## src/rtl/eval_stack_unit.sv

```systemverilog
// Parametrised operand/evaluation stack with PUSH/POP/DUP/SWAP and ADD/SUB ALU ops.
// Optional multiplier for op 7 is enabled by defining EVAL_STACK_MUL_EN.
module eval_stack_unit #(
    parameter int WIDTH = 32,
    parameter int DEPTH = 16,
    localparam int CNT_W = $clog2(DEPTH) + 1
) (
    input  logic             clk,
    input  logic             rst,
    input  logic             trigger,
    input  logic [2:0]       op,
    input  logic [WIDTH-1:0] push_val,
    output logic [WIDTH-1:0] top,
    output logic [CNT_W-1:0] count,
    output logic             busy,
    output logic             done,
    output logic             err,
    output logic [1:0]       err_code,
    output logic [1:0]       state_dbg
);

    localparam int AW = $clog2(DEPTH);

    localparam logic [2:0] OP_NOP  = 3'd0;
    localparam logic [2:0] OP_PUSH = 3'd1;
    localparam logic [2:0] OP_POP  = 3'd2;
    localparam logic [2:0] OP_DUP  = 3'd3;
    localparam logic [2:0] OP_SWAP = 3'd4;
    localparam logic [2:0] OP_ADD  = 3'd5;
    localparam logic [2:0] OP_SUB  = 3'd6;
    localparam logic [2:0] OP_MUL  = 3'd7;

`ifdef EVAL_STACK_MUL_EN
    localparam logic MUL_EN = 1'b1;
`else
    localparam logic MUL_EN = 1'b0;
`endif

    typedef enum logic [1:0] {S_IDLE, S_READ, S_EXEC, S_DONE} state_t;

    // Handshake: trigger is sampled only in IDLE (busy=0); op/push_val are latched
    // with it. done pulses for one cycle, err/err_code are valid alongside it.
    state_t           state;
    logic [2:0]       op_r;
    logic [WIDTH-1:0] val_r;
    logic [WIDTH-1:0] top_r;
    logic [WIDTH-1:0] next_r;
    logic [CNT_W-1:0] count_r;
    logic             done_r;
    logic             err_r;
    logic [1:0]       err_code_r;

    // The top entry lives in top_r; mem only holds the entries beneath it.
    logic [WIDTH-1:0] mem [DEPTH];
    logic [AW-1:0]    push_idx;
    logic [AW-1:0]    next_idx;
    logic             mem_we;
    logic [AW-1:0]    mem_wa;
    logic [1:0]       chk_code;
    logic [WIDTH-1:0] alu_res;

    assign push_idx = count_r[AW-1:0] - AW'(1);
    assign next_idx = count_r[AW-1:0] - AW'(2);

    always_comb begin
        chk_code = 2'd0;
        if (op_r == OP_MUL && !MUL_EN)
            chk_code = 2'd3;
        else if (((op_r == OP_POP || op_r == OP_DUP) && count_r == '0) ||
                 (op_r >= OP_SWAP && count_r < CNT_W'(2)))
            chk_code = 2'd2;
        else if ((op_r == OP_PUSH || op_r == OP_DUP) && count_r == CNT_W'(DEPTH))
            chk_code = 2'd1;
    end

    always_comb begin
        case (op_r)
            OP_SUB:  alu_res = next_r - top_r;
`ifdef EVAL_STACK_MUL_EN
            OP_MUL:  alu_res = next_r * top_r;
`endif
            default: alu_res = next_r + top_r;
        endcase
    end

    // Only the old top ever gets written below: on PUSH/DUP it sinks, on SWAP it moves down.
    always_comb begin
        mem_we = 1'b0;
        mem_wa = push_idx;
        if (state == S_READ && chk_code == 2'd0 &&
            (op_r == OP_PUSH || op_r == OP_DUP) && count_r != '0) begin
            mem_we = 1'b1;
        end else if (state == S_EXEC && op_r == OP_SWAP) begin
            mem_we = 1'b1;
            mem_wa = next_idx;
        end
    end

    always_ff @(posedge clk) begin
        if (mem_we)
            mem[mem_wa] <= top_r;
    end

    always_ff @(posedge clk or posedge rst) begin
        if (rst) begin
            state      <= S_IDLE;
            op_r       <= OP_NOP;
            val_r      <= '0;
            top_r      <= '0;
            next_r     <= '0;
            count_r    <= '0;
            done_r     <= 1'b0;
            err_r      <= 1'b0;
            err_code_r <= 2'd0;
        end else begin
            done_r <= 1'b0;
            case (state)
                S_IDLE: begin
                    if (trigger) begin
                        op_r       <= op;
                        val_r      <= push_val;
                        err_r      <= 1'b0;
                        err_code_r <= 2'd0;
                        state      <= S_READ;
                    end
                end
                S_READ: begin
                    if (chk_code != 2'd0) begin
                        err_r      <= 1'b1;
                        err_code_r <= chk_code;
                        done_r     <= 1'b1;
                        state      <= S_DONE;
                    end else begin
                        case (op_r)
                            OP_NOP: begin
                                done_r <= 1'b1;
                                state  <= S_DONE;
                            end
                            OP_PUSH: begin
                                top_r   <= val_r;
                                count_r <= count_r + CNT_W'(1);
                                done_r  <= 1'b1;
                                state   <= S_DONE;
                            end
                            OP_POP: begin
                                top_r   <= (count_r >= CNT_W'(2)) ? mem[next_idx] : '0;
                                count_r <= count_r - CNT_W'(1);
                                done_r  <= 1'b1;
                                state   <= S_DONE;
                            end
                            OP_DUP: begin
                                count_r <= count_r + CNT_W'(1);
                                done_r  <= 1'b1;
                                state   <= S_DONE;
                            end
                            default: begin
                                next_r <= mem[next_idx];
                                state  <= S_EXEC;
                            end
                        endcase
                    end
                end
                S_EXEC: begin
                    if (op_r == OP_SWAP) begin
                        top_r <= next_r;
                    end else begin
                        top_r   <= alu_res;
                        count_r <= count_r - CNT_W'(1);
                    end
                    done_r <= 1'b1;
                    state  <= S_DONE;
                end
                default: state <= S_IDLE;
            endcase
        end
    end

    assign top       = top_r;
    assign count     = count_r;
    assign busy      = (state != S_IDLE);
    assign done      = done_r;
    assign err       = err_r;
    assign err_code  = err_code_r;
    assign state_dbg = state;

endmodule

```

## config.mk

```make
export PLATFORM = sky130hd
export DESIGN_NAME = eval_stack_unit
export DESIGN_NICKNAME = d
export VERILOG_FILES = /design/src/rtl/eval_stack_unit.sv
export SDC_FILE = /design/constraint.sdc
export NUM_CORES = 1
export LEC_CHECK = 0
export CORE_MARGIN = 3
export CORE_UTILIZATION = 52
export CTS_CLUSTER_DIAMETER = 100
export DETAILED_ROUTE_END_ITERATION = 7
export GPL_TIMING_DRIVEN = 0
export PLACE_DENSITY = 0.72
export SYNTH_ARGS = -nofsm -noshare
export SYNTH_HDL_FRONTEND = slang
export SYNTH_SLANG_ARGS = --single-unit
```

## constraint.sdc

```tcl
create_clock -name clk -period 3.98 [get_ports clk]
set_input_delay 0.796 -clock clk [delete_from_list [all_inputs] [get_ports clk]]
set_output_delay 0.796 -clock clk [all_outputs]
set_load 0.02 [all_outputs]
```

==> results of run 1 <==
==> critical path: cells and delay by family, from the launching register on <==
| family | cells | cell delay [ns] |
|---|---|---|
| compound gates | 7 | 1.31 |
| simple gates | 4 | 1.14 |
| flops | 1 | 0.46 |
| fa+ha+maj | 1 | 0.35 |
| buf+inv | 1 | 0.32 |
| xor+xnor | 1 | 0.16 |
==> metal layers <==
| metal | up-vias | GRT usage, % | wire length (um) |
|---|---|---|---|
| met4 | 2 | 9.39 | 2920 |
| met5 | - | 0 | 11 |
| met1 | 8372 | 39.7 | 29500 |
| met3 | 173 | 5.04 | 6850 |
| met2 | 884 | 43.9 | 35000 |
| li1 | 6665 | - | - |
==> per-stage QoR <==
| step | power (W) | utilization [%] | setup slack (ns) |
|---|---|---|---|
| 2_1_floorplan | 0.0185 | - | -0.494 |
| 3_3_place_gp | 0.0225 | 56.4 | -4.39 |
| 3_5_place_dp | 0.0229 | 57.4 | -2.14 |
| 4_1_cts | 0.0294 | 62.8 | 0.000800 |
| 5_1_grt | 0.0313 | 63.2 | -0.0616 |
| 6_report | 0.0299 | 63.2 | 0.0895 |
==> worst paths after layout <==
kind | from | endpoint | depth (start not counted)
hold / removal | err | err | 1
min in group asynchronous | rst | state_dbg[0] | 2
max in group asynchronous | rst | top[0] | 3
setup / recovery | op_r[1] | top[22] | 14
hold reg to reg | err | err | 1
setup reg to reg | op_r[1] | top[22] | 14
==> where the power goes <==
part           leakage [nW]  total, W  internal, W  switching (W)
combinational          4.08    0.0141      0.00612        0.00795
sequential             5.93   0.00997      0.00868        0.00128
clock                 0.974   0.00584      0.00342        0.00242
==> layout make-up <==
class	count	area (um2)
multi-input combinational	833	8760
tap	672	841
buffer	70	373
inverter	26	100
sequential	622	18200
fill	3567	18700
clock inverter	30	362
clock buffer	82	1660
timing repair buffer	149	1770
==> cell families after synthesis <==
logic type      after synthesis  synth area share, %
mux                         233                 16.4
fa+ha+maj                    44                 2.07
flops                       622                 67.3
compound gates              255                 6.34
buf+inv                     106                 1.80
simple gates                241                 4.13
xor+xnor                     60                 1.98
==> state kept, by name, indices dropped and copies added (netlist names) <==
signal     count
top           32
op_r           3
count          5
state_dbg      2
next_r        32
done           1
err            1
mem          512
val_r         32
err_code       2
==> cell usage in the layout (no fill, tap or decap), types with 37 or more instances in the layout <==
master,n
a21oi_1,61
clkbuf_1,50
clkbuf_16,61
clkdlybuf4s50_1,81
dfrtp_1,93
edfxtp_1,512
ha_1,37
mux2_2,69
mux4_2,160
nand2_1,92
nor2_1,52
==> repair_timing <==
item / in CTS / in global routing
hold buffers: 0 / 0
endpoints found under the setup margin: 584 / 572
cloned: 0 / 0
pin swaps: 23 / 15
resized for setup: 80 / 41
hold endpoints to repair: 0 / 0
buffers inserted: 37 / 12
==> flow_summary_export.csv, run 1 <==
group,metric,value,unit
place,dp.cells,2333,
min_path,hp-class,"reg2reg",
sta,max_freq,0.257,GHz
drt,drc,0,
floorplan,io_pins,82,
sta,tightest_slew,1.08,ns
sta,max_slew_margin,27.4,%
critical_path,crit_slowest_cell,"dfrtp_1",
drt,vias,16100,
clock_tree,clkSlewWorstSetupHoldPaths,0.06,ns
layout,fin_area,0.0320,mm2
global_routing,grt_pass1_wl,109000,um
place,gp_congestion,0.937,
sta,setup_violations,0,
drt,vias_per_cell,6.48,
critical_path,cpPeakStageDelay,0.46,ns
global_routing,grt_max_degree,67,
synth,synth.most_common_cell,"edfxtp_1",
outcome,status,"complete, no violations",
sta,fin_worst_skew,0.0314,ns
sta,drv_slew,0,
flow_run,maxCapViolations,0,
layout,fin_cells,2484,
synth,ys_seq_area_share,67.3,%
critical_path,crit_top_cell,"o31ai_1",
critical_path,crit_required,4.47,ns
global_routing,track_usage,27.8,%
floorplan,chipHeight,234,um
place,dpl_cell_area,0.0291,mm2
drt,dr.pass1.iters,6,
synth,synth-edff-count,512,
global_routing,antenna_found_initial,1,
synth,ys_seq_elements,622,
drt,routed_wl,74300,um
drt,wl_per_cell,29.9,um
sta,holdWs,0.508,ns
clock_tree,cts_tree,"yes",
sta,setup_tns,0,ns
synth,synthArstFlopShare,17.7,%
layout,n_antenna_cell,0,
clock_tree,cts_buffers,61,
floorplan,die_area,0.0546,mm2
synth,synth_nets,1643,
sta,hold_viol,0,
critical_path,startpoint_type,"flip-flop",
critical_path,reg2reg_slack,0.09,ns
synth,syn_area,0.0269,mm2
critical_path,crit_chain,"nor2b_2 > nand2_2 > clkbuf_4 > o31ai_1 > xor2_1 > ha_1 > a21oi_1 > o21ai_0 > a221oi_4 > a21oi_2 > or2_4 > or4_4 > a31oi_4 > o31ai_1",
synth,ys_top_cells_by_count,"edfxtp_1, mux4_2, dfrtp_1",
clock_tree,h-tree-depth,2,
sta,finalCritPeriodShare,97.8,%
global_routing,overflow,0,
sta,rsz0062_at_grt,"yes",
drt,final_antenna_net_count,0,
power,vdd_ir_drop_max,0.438,mV
synth,ys_types,70,
power,power_density,933,mW/mm2
power,p_leak,11.0,nW
critical_path,crit_path_end_kind,"flip-flop",
synth,syn_inst,1561,
floorplan,die_width,234,um
synth,synth_warnings,0,
clock_tree,clk_latency,0.64,ns
synth,yosysTopAreaCellShare,57.1,%
drt,drt_iter0_markers,1942,
critical_path,path_class,"reg2reg",
place,dpl.hpwl,47900,um
critical_path,path_max_fanout,10,
synth,yosys-top-cells-area,"edfxtp_1, mux4_2, dfrtp_1",
clock_tree,numClockSinks,622,
critical_path,arrival,4.38,ns
layout,layout-drive-gt1-share,28.0,%
synth,syn_avg_cell_area,17.3,um2
layout,fin_nets,1845,
sta,period_needed,3.89,ns
layout,area_growth,18.9,%
floorplan,core-area,0.0507,mm2
synth,synthFlopType,"edfxtp_1",
synth,synth_top_area_cell,"edfxtp_1",
clock_tree,clockBufferDepth,3,
floorplan,num_rows,82,
clock_tree,root_buffer,"clkbuf_16",
global_routing,grt_pass1_vias,16500,
floorplan,initial_core_util,53.2,%
place,port_buffers,81,
(Power assumes the default switching activity.)
==> run 2: changes to the inputs <==
Settings changed: ABC_AREA set to 0, GPL_TIMING_DRIVEN 0 to not set.
==> flow_summary_export.csv, run 2 (synthesized netlist as in run 1, its figures left out) <==
group,metric,value,unit
drt,vias,15300,
power,p_int,0.0183,W
floorplan,die_area,0.0546,mm2
critical_path,arrival,4.35,ns
layout,n_antenna_cell,0,
floorplan,core-area,0.0507,mm2
layout,area_growth,17.4,%
floorplan,chipHeight,234,um
global_routing,grt_pass1_vias,15500,
clock_tree,clockBufferDepth,3,
sta,tightest_slew,1.03,ns
clock_tree,numClockSinks,622,
floorplan,initial_core_util,53.2,%
power,p_leak,11.0,nW
global_routing,overflow,0,
place,gp_congestion,0.982,
outcome,status,"complete, no violations",
layout,num-fill-cells,3634,
sta,hold_viol,0,
global_routing,track_usage,24.8,%
critical_path,reg2reg_slack,0.09,ns
sta,period_needed,3.89,ns
layout,largest-register,"mem",
global_routing,grt_pass1_wl,98600,um
drt,drc,0,
drt,drt_iter0_markers,1456,
global_routing,grt_use_met3,4.73,%
clock_tree,clk_latency,0.60,ns
sta,max_freq,0.257,GHz
drt,routed_wl,65600,um
layout,layout-drive-gt1-share,27.2,%
global_routing,grt_use_met1,34.4,%
power,pwr-share-seq,32.0,%
layout,multiInputGateArea,0.00864,mm2
clock_tree,root_buffer,"clkbuf_16",
place,pre_cts_ws,-0.103,ns
drt,dr.pass1.iters,5,
layout,largest_reg_flops,512,
critical_path,crit_required,4.45,ns
floorplan,io_pins,82,
power,switchingPower,0.0108,W
layout,layout_commonest_cell,"edfxtp_1",
power,clkPwrFrac,20.7,%
sta,setup_tns,0,ns
global_routing,grt_use_met2,39.9,%
sta,drv_slew,0,
power,comb_power_share,47.3,%
sta,setup_ws,0.0932,ns
drt,final_antenna_net_count,0,
flow_run,maxCapViolations,0,
sta,max_slew_margin,31.2,%
layout,seq_area,0.0181,mm2
layout,mostFrequentLayoutCells,"edfxtp_1, mux4_2, dfrtp_1, nand2_1, buf_4",
power,vdd_ir_drop_max,0.803,mV
drt,vias_per_cell,6.21,
power,switching_share,37.1,%
drt,wl_per_cell,26.7,um
clock_tree,clkSlewWorstSetupHoldPaths,0.06,ns
sta,setup_violations,0,
sta,fin_worst_skew,0.0189,ns
global_routing,grt_max_degree,134,
critical_path,crit_path_end_kind,"flip-flop",
critical_path,path_max_fanout,4,
min_path,hp-class,"reg2reg",
sta,rsz0062_at_grt,"yes",
floorplan,die_width,234,um
place,dpl.hpwl,40400,um
clock_tree,postCtsHoldBufs,0,
floorplan,num_rows,82,
critical_path,path_class,"reg2reg",
global_routing,top_usage_layer,"met2",
place,port_buffers,81,
clock_tree,h-tree-depth,3,
layout,fin_nets,1816,
clock_tree,cts_tree,"yes",
clock_tree,cts_buffers,66,
sta,finalCritPeriodShare,97.7,%
global_routing,antenna_found_initial,0,
power,power_density,918,mW/mm2
critical_path,startpoint_type,"flip-flop",
run 2: cell count changes in the layout (fill, tap and decap cells not counted), sizes merged:
cell	previous run	this run
clkinvlp	4	2
buf	94	104
clkbuf	126	98
bufinv	8	4
inv	29	32
clkinv	15	12
run 2: final cells by class:
| cell class | instances | share of cell area (%) |
|---|---|---|
| clock inverter | 24 | 0.866 |
| inverter | 26 | 0.316 |
| sequential | 622 | 57.3 |
| timing repair buffer | 185 | 5.68 |
| tap | 672 | 2.66 |
| clock buffer | 98 | 5.86 |
| multi-input combinational | 833 | 27.3 |
run 2: worst paths after layout:
kind	start	endpoint	depth (start not counted)
max	top[12]	top[31]	14
min	err	err	1
max reg2reg	top[12]	top[31]	14
min reg2reg	err	err	1
max in group asynchronous	rst	top[4]	3
min in group asynchronous	rst	state_dbg[1]	3
run 2: critical path, stage by stage, from the launching register on:
cell	delay, ns
dfrtp_1	0.38
or4_4	0.58
nor4_4	0.31
nand3_2	0.21
buf_6	0.17
o21ai_2	0.14
xor2_1	0.20
ha_2	0.34
a21oi_2	0.16
o21ai_2	0.07
or3_4	0.39
a211oi_4	0.30
o31ai_1	0.16
nor3b_1	0.27
nor3b_2	0.07
run 2: power by group through the flow:
stage,sequential (W),combinational [W],clock [W]
final,0.00929,0.0138,0.00600
after global routing,0.00936,0.0150,0.00637
after CTS,0.00928,0.0136,0.00612
after detailed placement,0.00940,0.0135,0
after global placement,0.00937,0.0133,0
after floorplan,0.00984,0.00866,0
run 2: per-layer routing:
layer	part of all wire (%)	vias up
li1	-	6616
met4	3.2	0
met2	50	553
met5	0	-
met1	41	7986
met3	6.6	124
run 2: repair_timing:
item                                    in CTS  in global routing
endpoints found under the hold margin        0                  0
endpoints found under the setup margin       2                 12
pin swaps                                    0                 12
resized for setup                            1                 36
buffers inserted                             0                  5
run 2: metrics by stage:
stage                     total power, W  hold WS, ns  instance area [um2]  utilization [%]  cells
after global routing              0.0307        0.536                31600             62.4   2460
final                             0.0290        0.507                31600             62.4   2460
after floorplan                   0.0185        0.479                27000                -   1561
after detailed placement          0.0229        0.497                29300             57.9   2333
after global placement            0.0227        0.489                29300             57.9   2333
after CTS                         0.0290        0.510                31500             62.1   2455
